**src/rtl/pool_pkg.sv**
```systemverilog
// Shared types and width helpers for the KxK stride-K streaming pooling engine.
package pool_pkg;

  typedef enum logic {
    POOL_AVG = 1'b0,
    POOL_MAX = 1'b1
  } pool_mode_e;

  typedef enum logic [1:0] {
    IDLE  = 2'd0,
    RUN   = 2'd1,
    DRAIN = 2'd2
  } pool_state_e;

  // Accumulator width: K*K pixels summed needs 2*log2(K) guard bits.
  function automatic int acc_w(input int data_w, input int k);
    return data_w + 2 * $clog2(k);
  endfunction

  // Index width that never collapses to zero bits.
  function automatic int idx_w(input int depth);
    return (depth > 1) ? $clog2(depth) : 1;
  endfunction

endpackage

```
**src/rtl/pool_stream_kxk_if.sv**
```systemverilog
// Control and valid/ready stream signals of the pooling engine.
interface pool_stream_kxk_if #(
  parameter int DATA_W = 16
);

  logic                     start;
  logic                     mode;
  logic                     in_valid;
  logic                     in_ready;
  logic signed [DATA_W-1:0] in_data;
  logic                     out_valid;
  logic                     out_ready;
  logic signed [DATA_W-1:0] out_data;
  logic                     busy;
  logic                     finish;

  modport master (
    output start, mode, in_valid, in_data, out_ready,
    input  in_ready, out_valid, out_data, busy, finish
  );

  modport slave (
    input  start, mode, in_valid, in_data, out_ready,
    output in_ready, out_valid, out_data, busy, finish
  );

endinterface

```
**src/rtl/pool_line_buffer.sv**
```systemverilog
// One partial-window accumulator per output column; read and write share one index.
module pool_line_buffer #(
  parameter int DEPTH = 14,
  parameter int ACC_W = 18,
  parameter int IDX_W = 4
) (
  input  logic                    clk,
  input  logic                    rst,
  input  logic                    we,
  input  logic        [IDX_W-1:0] idx,
  input  logic signed [ACC_W-1:0] wdata,
  output logic signed [ACC_W-1:0] rdata
);

  logic signed [ACC_W-1:0] mem [DEPTH];

  assign rdata = mem[idx];

  // NOTE: the array is reset because reset must clear it; a reset-free RAM would not meet that.
  always_ff @(posedge clk or posedge rst) begin
    if (rst) begin
      for (int i = 0; i < DEPTH; i++) mem[i] <= '0;
    end else if (we) begin
      mem[idx] <= wdata;
    end
  end

endmodule

```
**src/rtl/pool_stream_kxk.sv**
```systemverilog
// Streaming KxK stride-K average/max pooling: FSM, pixel counters, combine unit and
// a single output register with valid/ready backpressure.
module pool_stream_kxk
  import pool_pkg::*;
#(
  parameter int DATA_W = 16,
  parameter int IMG_W  = 28,
  parameter int IMG_H  = 28,
  parameter int K      = 2
) (
  input  logic             clk,
  input  logic             rst,
  pool_stream_kxk_if.slave bus
);

  localparam int LOG2K = $clog2(K);
  localparam int SHIFT = 2 * LOG2K;
  localparam int ACC_W = acc_w(DATA_W, K);
  localparam int DEPTH = IMG_W / K;
  localparam int IDX_W = idx_w(DEPTH);
  localparam int COL_W = idx_w(IMG_W);
  localparam int ROW_W = idx_w(IMG_H);

  pool_state_e state, state_next;
  pool_mode_e  mode_q;

  logic [COL_W-1:0] col;
  logic [ROW_W-1:0] row;

  logic in_ready, accepted, finish;
  logic col_last, last_pix, win_first, win_last;

  logic signed [ACC_W-1:0]  pix_ext, acc_rd, acc_wr, acc_avg;
  logic signed [DATA_W-1:0] pooled;
  logic                     out_valid;
  logic signed [DATA_W-1:0] out_data;
  logic [IDX_W-1:0]         lb_idx;

  assign col_last  = (col == COL_W'(IMG_W - 1));
  assign last_pix  = col_last && (row == ROW_W'(IMG_H - 1));
  assign win_first = (col[LOG2K-1:0] == '0) && (row[LOG2K-1:0] == '0);
  assign win_last  = (col[LOG2K-1:0] == '1) && (row[LOG2K-1:0] == '1);
  assign lb_idx    = IDX_W'(col >> LOG2K);

  // NOTE: sequential state uses non-blocking assignments so every register sees pre-edge values.
  always_ff @(posedge clk or posedge rst) begin
    if (rst) state <= IDLE;
    else     state <= state_next;
  end

  // NOTE: every output of this block gets a default first, so no path can infer a latch.
  always_comb begin
    state_next = state;
    in_ready   = (state == RUN) && !(out_valid && !bus.out_ready);
    accepted   = bus.in_valid && in_ready;
    finish     = 1'b0;
    case (state)
      IDLE:    if (bus.start) state_next = RUN;
      RUN:     if (accepted && last_pix) state_next = DRAIN;
      DRAIN: begin
        if (out_valid && bus.out_ready) begin
          state_next = IDLE;
          finish     = 1'b1;
        end
      end
      default: state_next = IDLE;
    endcase
  end

  always_ff @(posedge clk or posedge rst) begin
    if (rst) begin
      mode_q <= POOL_AVG;
      col    <= '0;
      row    <= '0;
    end else if (state == IDLE && bus.start) begin
      mode_q <= pool_mode_e'(bus.mode);
      col    <= '0;
      row    <= '0;
    end else if (accepted) begin
      col <= col_last ? '0 : col + 1'b1;
      if (col_last) row <= last_pix ? '0 : row + 1'b1;
    end
  end

  pool_line_buffer #(
    .DEPTH (DEPTH),
    .ACC_W (ACC_W),
    .IDX_W (IDX_W)
  ) u_line_buffer (
    .clk   (clk),
    .rst   (rst),
    .we    (accepted),
    .idx   (lb_idx),
    .wdata (acc_wr),
    .rdata (acc_rd)
  );

  // The first pixel of a window overwrites whatever the previous window row band left.
  always_comb begin
    pix_ext = ACC_W'($signed(bus.in_data));
    acc_wr  = pix_ext;
    if (!win_first) begin
      if (mode_q == POOL_AVG) acc_wr = acc_rd + pix_ext;
      else                    acc_wr = (acc_rd > pix_ext) ? acc_rd : pix_ext;
    end
    acc_avg = acc_wr >>> SHIFT;
    pooled  = (mode_q == POOL_AVG) ? acc_avg[DATA_W-1:0] : acc_wr[DATA_W-1:0];
  end

  // Reload takes priority over the handshake clear so back-to-back results leave no bubble.
  always_ff @(posedge clk or posedge rst) begin
    if (rst) begin
      out_valid <= 1'b0;
      out_data  <= '0;
    end else if (accepted && win_last) begin
      out_valid <= 1'b1;
      out_data  <= pooled;
    end else if (out_valid && bus.out_ready) begin
      out_valid <= 1'b0;
    end
  end

  assign bus.in_ready  = in_ready;
  assign bus.out_valid = out_valid;
  assign bus.out_data  = out_data;
  assign bus.busy      = (state != IDLE);
  assign bus.finish    = finish;

endmodule

```
**src/flat_wrapper.sv**
```systemverilog
// flat-port wrapper written by rule: the top's interface ports become plain ports
module pool_stream_kxk_flat import pool_pkg::*;
#(
  parameter int DATA_W = 16,
  parameter int IMG_W  = 28,
  parameter int IMG_H  = 28,
  parameter int K      = 2
)
  (clk, rst, bus_start, bus_mode, bus_in_valid, bus_in_data, bus_out_ready, bus_in_ready, bus_out_valid, bus_out_data, bus_busy, bus_finish);
  pool_stream_kxk_if #(.DATA_W(DATA_W)) bus_i ();
  input  logic clk;
  input  logic rst;
  input wire logic [$bits(bus_i.start)-1:0] bus_start;
  input wire logic [$bits(bus_i.mode)-1:0] bus_mode;
  input wire logic [$bits(bus_i.in_valid)-1:0] bus_in_valid;
  input wire logic [$bits(bus_i.in_data)-1:0] bus_in_data;
  input wire logic [$bits(bus_i.out_ready)-1:0] bus_out_ready;
  output wire logic [$bits(bus_i.in_ready)-1:0] bus_in_ready;
  output wire logic [$bits(bus_i.out_valid)-1:0] bus_out_valid;
  output wire logic [$bits(bus_i.out_data)-1:0] bus_out_data;
  output wire logic [$bits(bus_i.busy)-1:0] bus_busy;
  output wire logic [$bits(bus_i.finish)-1:0] bus_finish;
  assign bus_i.start = bus_start;
  assign bus_i.mode = bus_mode;
  assign bus_i.in_valid = bus_in_valid;
  assign bus_i.in_data = bus_in_data;
  assign bus_i.out_ready = bus_out_ready;
  assign bus_in_ready = bus_i.in_ready;
  assign bus_out_valid = bus_i.out_valid;
  assign bus_out_data = bus_i.out_data;
  assign bus_busy = bus_i.busy;
  assign bus_finish = bus_i.finish;
  pool_stream_kxk #(.DATA_W(DATA_W), .IMG_W(IMG_W), .IMG_H(IMG_H), .K(K)) u_core (.clk(clk), .rst(rst), .bus(bus_i));
endmodule
```
**config.mk**
```make
export PLATFORM = sky130hd
export DESIGN_NAME = pool_stream_kxk_flat
export DESIGN_NICKNAME = d
export VERILOG_FILES = /design/src/rtl/pool_pkg.sv /design/src/rtl/pool_stream_kxk_if.sv /design/src/rtl/pool_line_buffer.sv /design/src/rtl/pool_stream_kxk.sv /design/src/flat_wrapper.sv
export SDC_FILE = /design/constraint.sdc
export NUM_CORES = 1
export LEC_CHECK = 0
export ABC_CLOCK_PERIOD_IN_PS = 11800
export CAP_MARGIN = 20
export CORE_MARGIN = 2
export CORE_UTILIZATION = 50
export CTS_CLUSTER_DIAMETER = 50
export DETAILED_ROUTE_END_ITERATION = 10
export PLACE_DENSITY = 0.69
export SLEW_MARGIN = 30
export SYNTH_ARGS = -nofsm -noshare
export SYNTH_HDL_FRONTEND = slang
export SYNTH_HIERARCHICAL = 1
export SYNTH_SLANG_ARGS = --single-unit
```
**constraint.sdc**
```tcl
create_clock -name clk -period 11.8 [get_ports clk]
set_clock_uncertainty 0.2 [all_clocks]
set_input_delay 1.77 -clock clk [delete_from_list [all_inputs] [get_ports clk]]
set_output_delay 1.77 -clock clk [all_outputs]
set_load 0.005 [all_outputs]
```
# Word level (Yosys, flattened, before mapping)
# Index checks and enable logic that the tools add are counted.
[totals] input_bits=22 ff_bits=282 output_inout_bits=20 wordCells=81
[op_classes] addsub=3 order_cmp=3 eq_ne=7 muxes=25 bitwise_logic=3 reduce_logical=20
[ops] cell="bitwise mux 252 bit" count=1
[ops] cell="two-way mux 18 bit" count=6
[ops] cell="binary-select mux 18 bit (select 4 bit)" count=1
[ops] cell="demux 18 bit (select 4 bit)" count=1
[ops] cell="two-way mux 5 bit" count=7
[ops] cell="adder 18 x 16 -> 18 bit" count=1
[ops] cell="> comparator 18 x 16 -> 1 bit" count=1
[ops] cell="two-way mux 16 bit" count=1
[ops] cell="logical AND 1 bit" count=11
[ops] cell="adder 5 x 1 -> 5 bit (second input constant)" count=2
[ops] cell="== test 5 bit (second input constant)" count=2
[ops] cell="nonzero test 2 bit" count=4
[ops] cell="two-way mux 2 bit" count=3
[ops] cell="one-hot mux 2 bit (3 select lines)" count=1
[ops] cell=">= comparator 5 bit (second input constant)" count=1
[ops] cell="< comparator 5 x 1 -> 1 bit (second input constant)" count=1
[ops] cell="NOT 4 -> 5 bit" count=1
[ops] cell="two-way mux 1 bit" count=4
[ops] cell="!= test 2 bit (second input constant)" count=2
[ops] cell="AND reduction 3 bit" count=1
[ops] cell="== test 2 x 1 -> 1 bit (second input constant)" count=1
[ops] cell="== test 2 bit (second input constant)" count=1
[ops] cell="zero test 1 bit" count=2
[ops] cell="zero test 2 bit" count=1
[ops] cell="3 further kinds" count=4

# Depth between registers and ports, before layout
[depth] depth_word=9 mapped_depth=19 mapped_depth_nobuf=14

# Hierarchy
# The synthesis kept the hierarchy.
[modules_own_cells] mod="pool_line_buffer" area_per_inst_um2=11501.0 seq_area_each_um2=6306.0 n_inst=1 cells_each=757
[modules_own_cells] mod="pool_stream_kxk" area_per_inst_um2=3189.3 seq_area_each_um2=750.7 n_inst=1 cells_each=400

# Worst setup path before layout
# Ideal clock, no wire load.
[synth_path] path_type="input -> register" from="input port bus_in_data[0]" to="register u_core/u_line_buffer/mem[14] in the netlist's numbering" arrival_ns=4.435 required_ns=11.475 slack_ns=7.041 setup_ns=0.125 cell_stages=12 n_path_buf=1 path_cell_list="ha_1 fa_1 nand2b_1 a221oi_2 or4b_4 a2111o_1 a311oi_2 xor2_1 a22oi_1 nand2_1 clkbuf_1 mux2_2"
[synth_via] elab_chain_cells=5 word_cells_on_any_way=6 classes_between="add/sub (1); order compare (1); mux (4)"
[synth_lines] element="from (decl)" line_no="flat_wrapper.sv:16" rtl="input wire logic [$bits(bus_i.in_data)-1:0] bus_in_data;"
[synth_lines] element="> comparator 18 x 16 -> 1 bit" line_no="pool_stream_kxk.sv:104" rtl="else acc_wr = (acc_rd > pix_ext) ? acc_rd : pix_ext;"
[synth_lines] element="two-way mux 18 bit" line_no="pool_stream_kxk.sv:104"
[synth_lines] element="two-way mux 18 bit (*)" line_no="pool_stream_kxk.sv:103" rtl="if (mode_q == POOL_AVG) acc_wr = acc_rd + pix_ext;"
[synth_lines] element="two-way mux 18 bit (*)" line_no="pool_stream_kxk.sv:102" rtl="if (!win_first) begin"
[synth_lines] element="named net u_core.acc_wr[14]" line_no="pool_stream_kxk.sv:33" rtl="logic signed [ACC_W-1:0] pix_ext, acc_rd, acc_wr, acc_avg;"
[synth_lines] element="bitwise mux 252 bit (*)" line_no="pool_line_buffer.sv:24" rtl="mem[idx] <= wdata;"
[synth_lines] element="to (signal, indexed assignment)" line_no="pool_line_buffer.sv:24"
[synth_lines] element="to (decl)" line_no="pool_line_buffer.sv:15" rtl="logic signed [ACC_W-1:0] mem [DEPTH];"
# Mark *: on every way through the listed nets, which the timed path passes. The rest lies on a longest branch.
# A chain may end at the register's enable or synchronous reset.

# Final worst setup path
[layout_path] from="register u_core.col[1]" to="register u_core/u_line_buffer/mem[23] in the netlist's numbering"
[layout_via] elab_chain_cells=9 word_cells_on_any_way=15 classes_between="add/sub (1); order compare (3); mux (9); bitwise (1); reduce/logical (1)"
[layout_lines] element="from (decl)" line_no="pool_stream_kxk.sv:27" rtl="logic [COL_W-1:0] col;"
[layout_lines] element="from (signal assigned)" line_no="pool_stream_kxk.sv:80" rtl="col <= col_last ? '0 : col + 1'b1;"
[layout_lines] element="NOT 4 -> 5 bit (not written as such)" line_no="pool_line_buffer.sv:17" rtl="assign rdata = mem[idx];"
[layout_lines] element="binary-select mux 18 bit (select 4 bit)" line_no="pool_line_buffer.sv:17"
[layout_lines] element="two-way mux 18 bit (not written as such) (2 in series)" line_no="pool_line_buffer.sv:17"
[layout_lines] element="named net u_core.acc_rd[14]" line_no="pool_stream_kxk.sv:33"
[layout_lines] element="> comparator 18 x 16 -> 1 bit" line_no="pool_stream_kxk.sv:104"
[layout_lines] element="two-way mux 18 bit" line_no="pool_stream_kxk.sv:104"
[layout_lines] element="two-way mux 18 bit" line_no="pool_stream_kxk.sv:103"
[layout_lines] element="two-way mux 18 bit" line_no="pool_stream_kxk.sv:102"
[layout_lines] element="named net u_core.acc_wr[5]" line_no="pool_stream_kxk.sv:33"
[layout_lines] element="bitwise mux 252 bit" line_no="pool_line_buffer.sv:24"
# The timed path passes the listed nets, and every way through them passes these cells. The select of a mux whose other input is x is not followed.

==> results.toml <==
[clock_network]
clockBufferDepth = 3
clockRootBuffer = "clkbuf_16"
cts_tree = "yes"
h-tree-depth = 2
clkLatencyLatePin_ns = 0.52
post_cts_buffers = 0
cts_resized = 0
clock-sinks = 282
path_clk_slew_ns = 0.06
cts_hold_buf = 0
cts_buffers = 34

[synthesis]
synth.area.top_cells = "dfrtp_1 (48%), mux2_2 (23%), mux4_2 (5.5%)"
synth_fa_ha_area_share_pct = 3.29
syn_nets = 1217
synth_top_family_by_area = "multiplexers"
syn_inst = 1157
yosysTopAreaCellShare_pct = 48.0
synth.largest_area_cell = "dfrtp_1"
synth-xor-area-share_pct = 0.894
ys_seq_area_share_pct = 48.0
ys_ff_latch = 282
yosysMostFrequentCell = "mux2_2"
synthTopCellsByCount = "mux2_2 (298), dfrtp_1 (282), nor2_1 (57)"
synth.distinct_cells = 71
yosys_warnings = 6
synth_ff_type = "dfrtp_1"
synth-simple-area-share_pct = 6.05
synth_edf_count = 0
synth_compound_area_share_pct = 8.42
synth_area_um2 = 14700
synth-async-reset-ratio_pct = 100
synth_mux_area_share_pct = 29.9
avgSynthCellArea_um2 = 12.7

[global_route]
grt_usage_pct = 22.8
grt_pass1_vias = 9648
antenna_found_initial = 0
grt_pass1_wl_um = 55200
grt_max_degree = 101
grt-ovfl-total = 0

[worst_hold_path]
hp-start = "u_core/bus.out_data[9]$_DFFE_PP0P_"
holdPathEnd = "u_core/bus.out_data[9]$_DFFE_PP0P_"
hp-class = "reg -> reg"
hold_path_depth = 1

[die]
fp-row-count = 62
coreArea_um2 = 28800
dieArea_um2 = 30800
io_pins = 42
fp.dieW_um = 175
initial_core_util_pct = 51.0
die_height_um = 175

[setup_path]
arrival_ns = 7.36
rr_endpoint = "u_core/u_line_buffer/mem[23]$_DFFE_PP0P_"
cpMostUsedCell = "buf_4"
worst_setup_path_start_kind = "register"
crit_type = "reg -> reg"
max_stage_delay_ns = 0.87
cp_slowest_cell = "dfrtp_4"
r2r_setup_slack_ns = 4.68
cp_max_fo = 33
required_ns = 12.04
r2r-start = "u_core/col[1]$_DFFE_PP0P_"
cp-startpoint = "u_core/col[1]$_DFFE_PP0P_"
rr_worst_depth = 15
critPathTopFamily = "compound AO/OA/AOI/OAI gates"
worst_setup_path_end_kind = "register"
crit_chain = "buf_4, nand2b_1, o22ai_1, o31ai_1, ha_1, nand4_1, nor4_1, o31ai_1, o211ai_1, and3_1, o21ai_0, buf_4, a22oi_1, buf_4, mux2_2"
crit_buf_inv = 3

[routing]
viasPerCell = 6.08
via_count = 9659
wire_per_inst_um = 21.6
drtPass1Iterations = 5
drtIter0Drc = 748
drc_errors = 0
drt_wl_total_um = 34400
ant_nets = 0

[outcome]
status = "finished, final reports clean"

[layout]
multi_input_area_um2 = 7200
regArea_um2 = 7060
synthToLayoutAreaGrowth_pct = 13.2
fill_cells = 2343
n_antenna_cell = 0
final_net_count = 1242
drive_above_1_share_pct = 36.9

[flow_run]
drv_cap = 0

[sta]
hold_viol = 0
slew_viol_final = 0
setup_violations = 0
post-route-period-util_pct = 60.4
fin_setup_tns_ns = 0
timing.fmax_mhz = 140
slew_headroom_pct = 38.5
tightest_slew_ns = 0.920
period_minus_slack_ns = 7.12
rsz0062_at_grt = "false"

[place]
gp_congestion = 0.963
portBuffers = 41
dp_hpwl_um = 22900
==> cells by family (layout without fill, tap and decap cells) <==
group,Yosys count,count (layout)
mux,355,355
flops,282,282
compound gates,179,179
simple gates,174,174
buf+inv,114,161
fa+ha+maj,38,38
xor+xnor,15,15
==> through the flow <==
stage | worst slack (ns) | cell area [um2] | hold slack [ns] | utilization [%] | cells
6_report | 4.68 | 16600 | 0.270 | 57.8 | 1588
5_1_grt | 4.14 | 16600 | 0.297 | 57.8 | 1588
4_1_cts | 4.61 | 16600 | 0.276 | 57.6 | 1586
3_5_place_dp | 4.64 | 15500 | 0.265 | 53.7 | 1528
3_3_place_gp | 4.63 | 15400 | 0.258 | 53.4 | 1522
2_1_floorplan | 2.90 | 14700 | 0.254 | - | 1157
==> cell usage in the layout, fill, tap and decap left out, types with 8 or more instances in the layout <==
cell             instances
a22oi_1                 29
nand3_1                 13
mux2i_1                 10
clkdlybuf4s50_1         41
o31ai_1                 20
clkbuf_16               35
inv_1                   32
nand2b_1                10
mux2_2                 298
mux2_1                  11
nor2b_1                  8
xnor2_1                 11
nor3b_1                  8
o21ai_0                 18
nor2_1                  57
a21o_1                  10
buf_4                   21
mux4_2                  36
a21oi_1                 30
nand2_1                 28
dfrtp_1                280
o22ai_1                 25
ha_1                    37
==> how the worst max path moves through the flow <==
| stage | to | slack, ns | cells after the start |
|---|---|---|---|
| after floorplan | u_core/u_line_buffer/mem[0]$_DFFE_PP0P_ | 2.90 | 1 |
| after global placement | u_core/u_line_buffer/mem[112]$_DFFE_PP0P_ | 4.63 | 14 |
| after detailed placement | u_core/u_line_buffer/mem[189]$_DFFE_PP0P_ | 4.64 | 14 |
| after CTS | u_core/u_line_buffer/mem[189]$_DFFE_PP0P_ | 4.61 | 14 |
| after global routing | u_core/u_line_buffer/mem[5]$_DFFE_PP0P_ | 4.14 | 15 |
| final | u_core/u_line_buffer/mem[23]$_DFFE_PP0P_ | 4.68 | 15 |
==> registers in the layout, summed over array words and instances (netlist names) <==
signal / flops
u_core/mode_q: 1
u_core/u_line_buffer/mem: 252
u_core/bus.out_valid: 1
u_core/state: 2
u_core/row: 5
u_core/col: 5
u_core/bus.out_data: 16
==> per-layer routing <==
layer / GRT usage [%] / part of all wire (%)
met4: 6.74 / 2.4
met5: 0 / 0
met3: 2.99 / 5.1
met1: 33.4 / 47
met2: 35.7 / 46
==> area by class of cell <==
cell class,instances,area share [%]
multi-input cells,761,43.3
flip-flops and latches,282,42.5
clock buffers,44,5.59
repair buffers,69,3.70
well taps,384,2.89
clock inverters,14,1.21
inverters,34,0.813
Power is left out: the tool's default activity adds up to more than one toggle a clock period on the data nets, which glitch-free logic cannot reach.
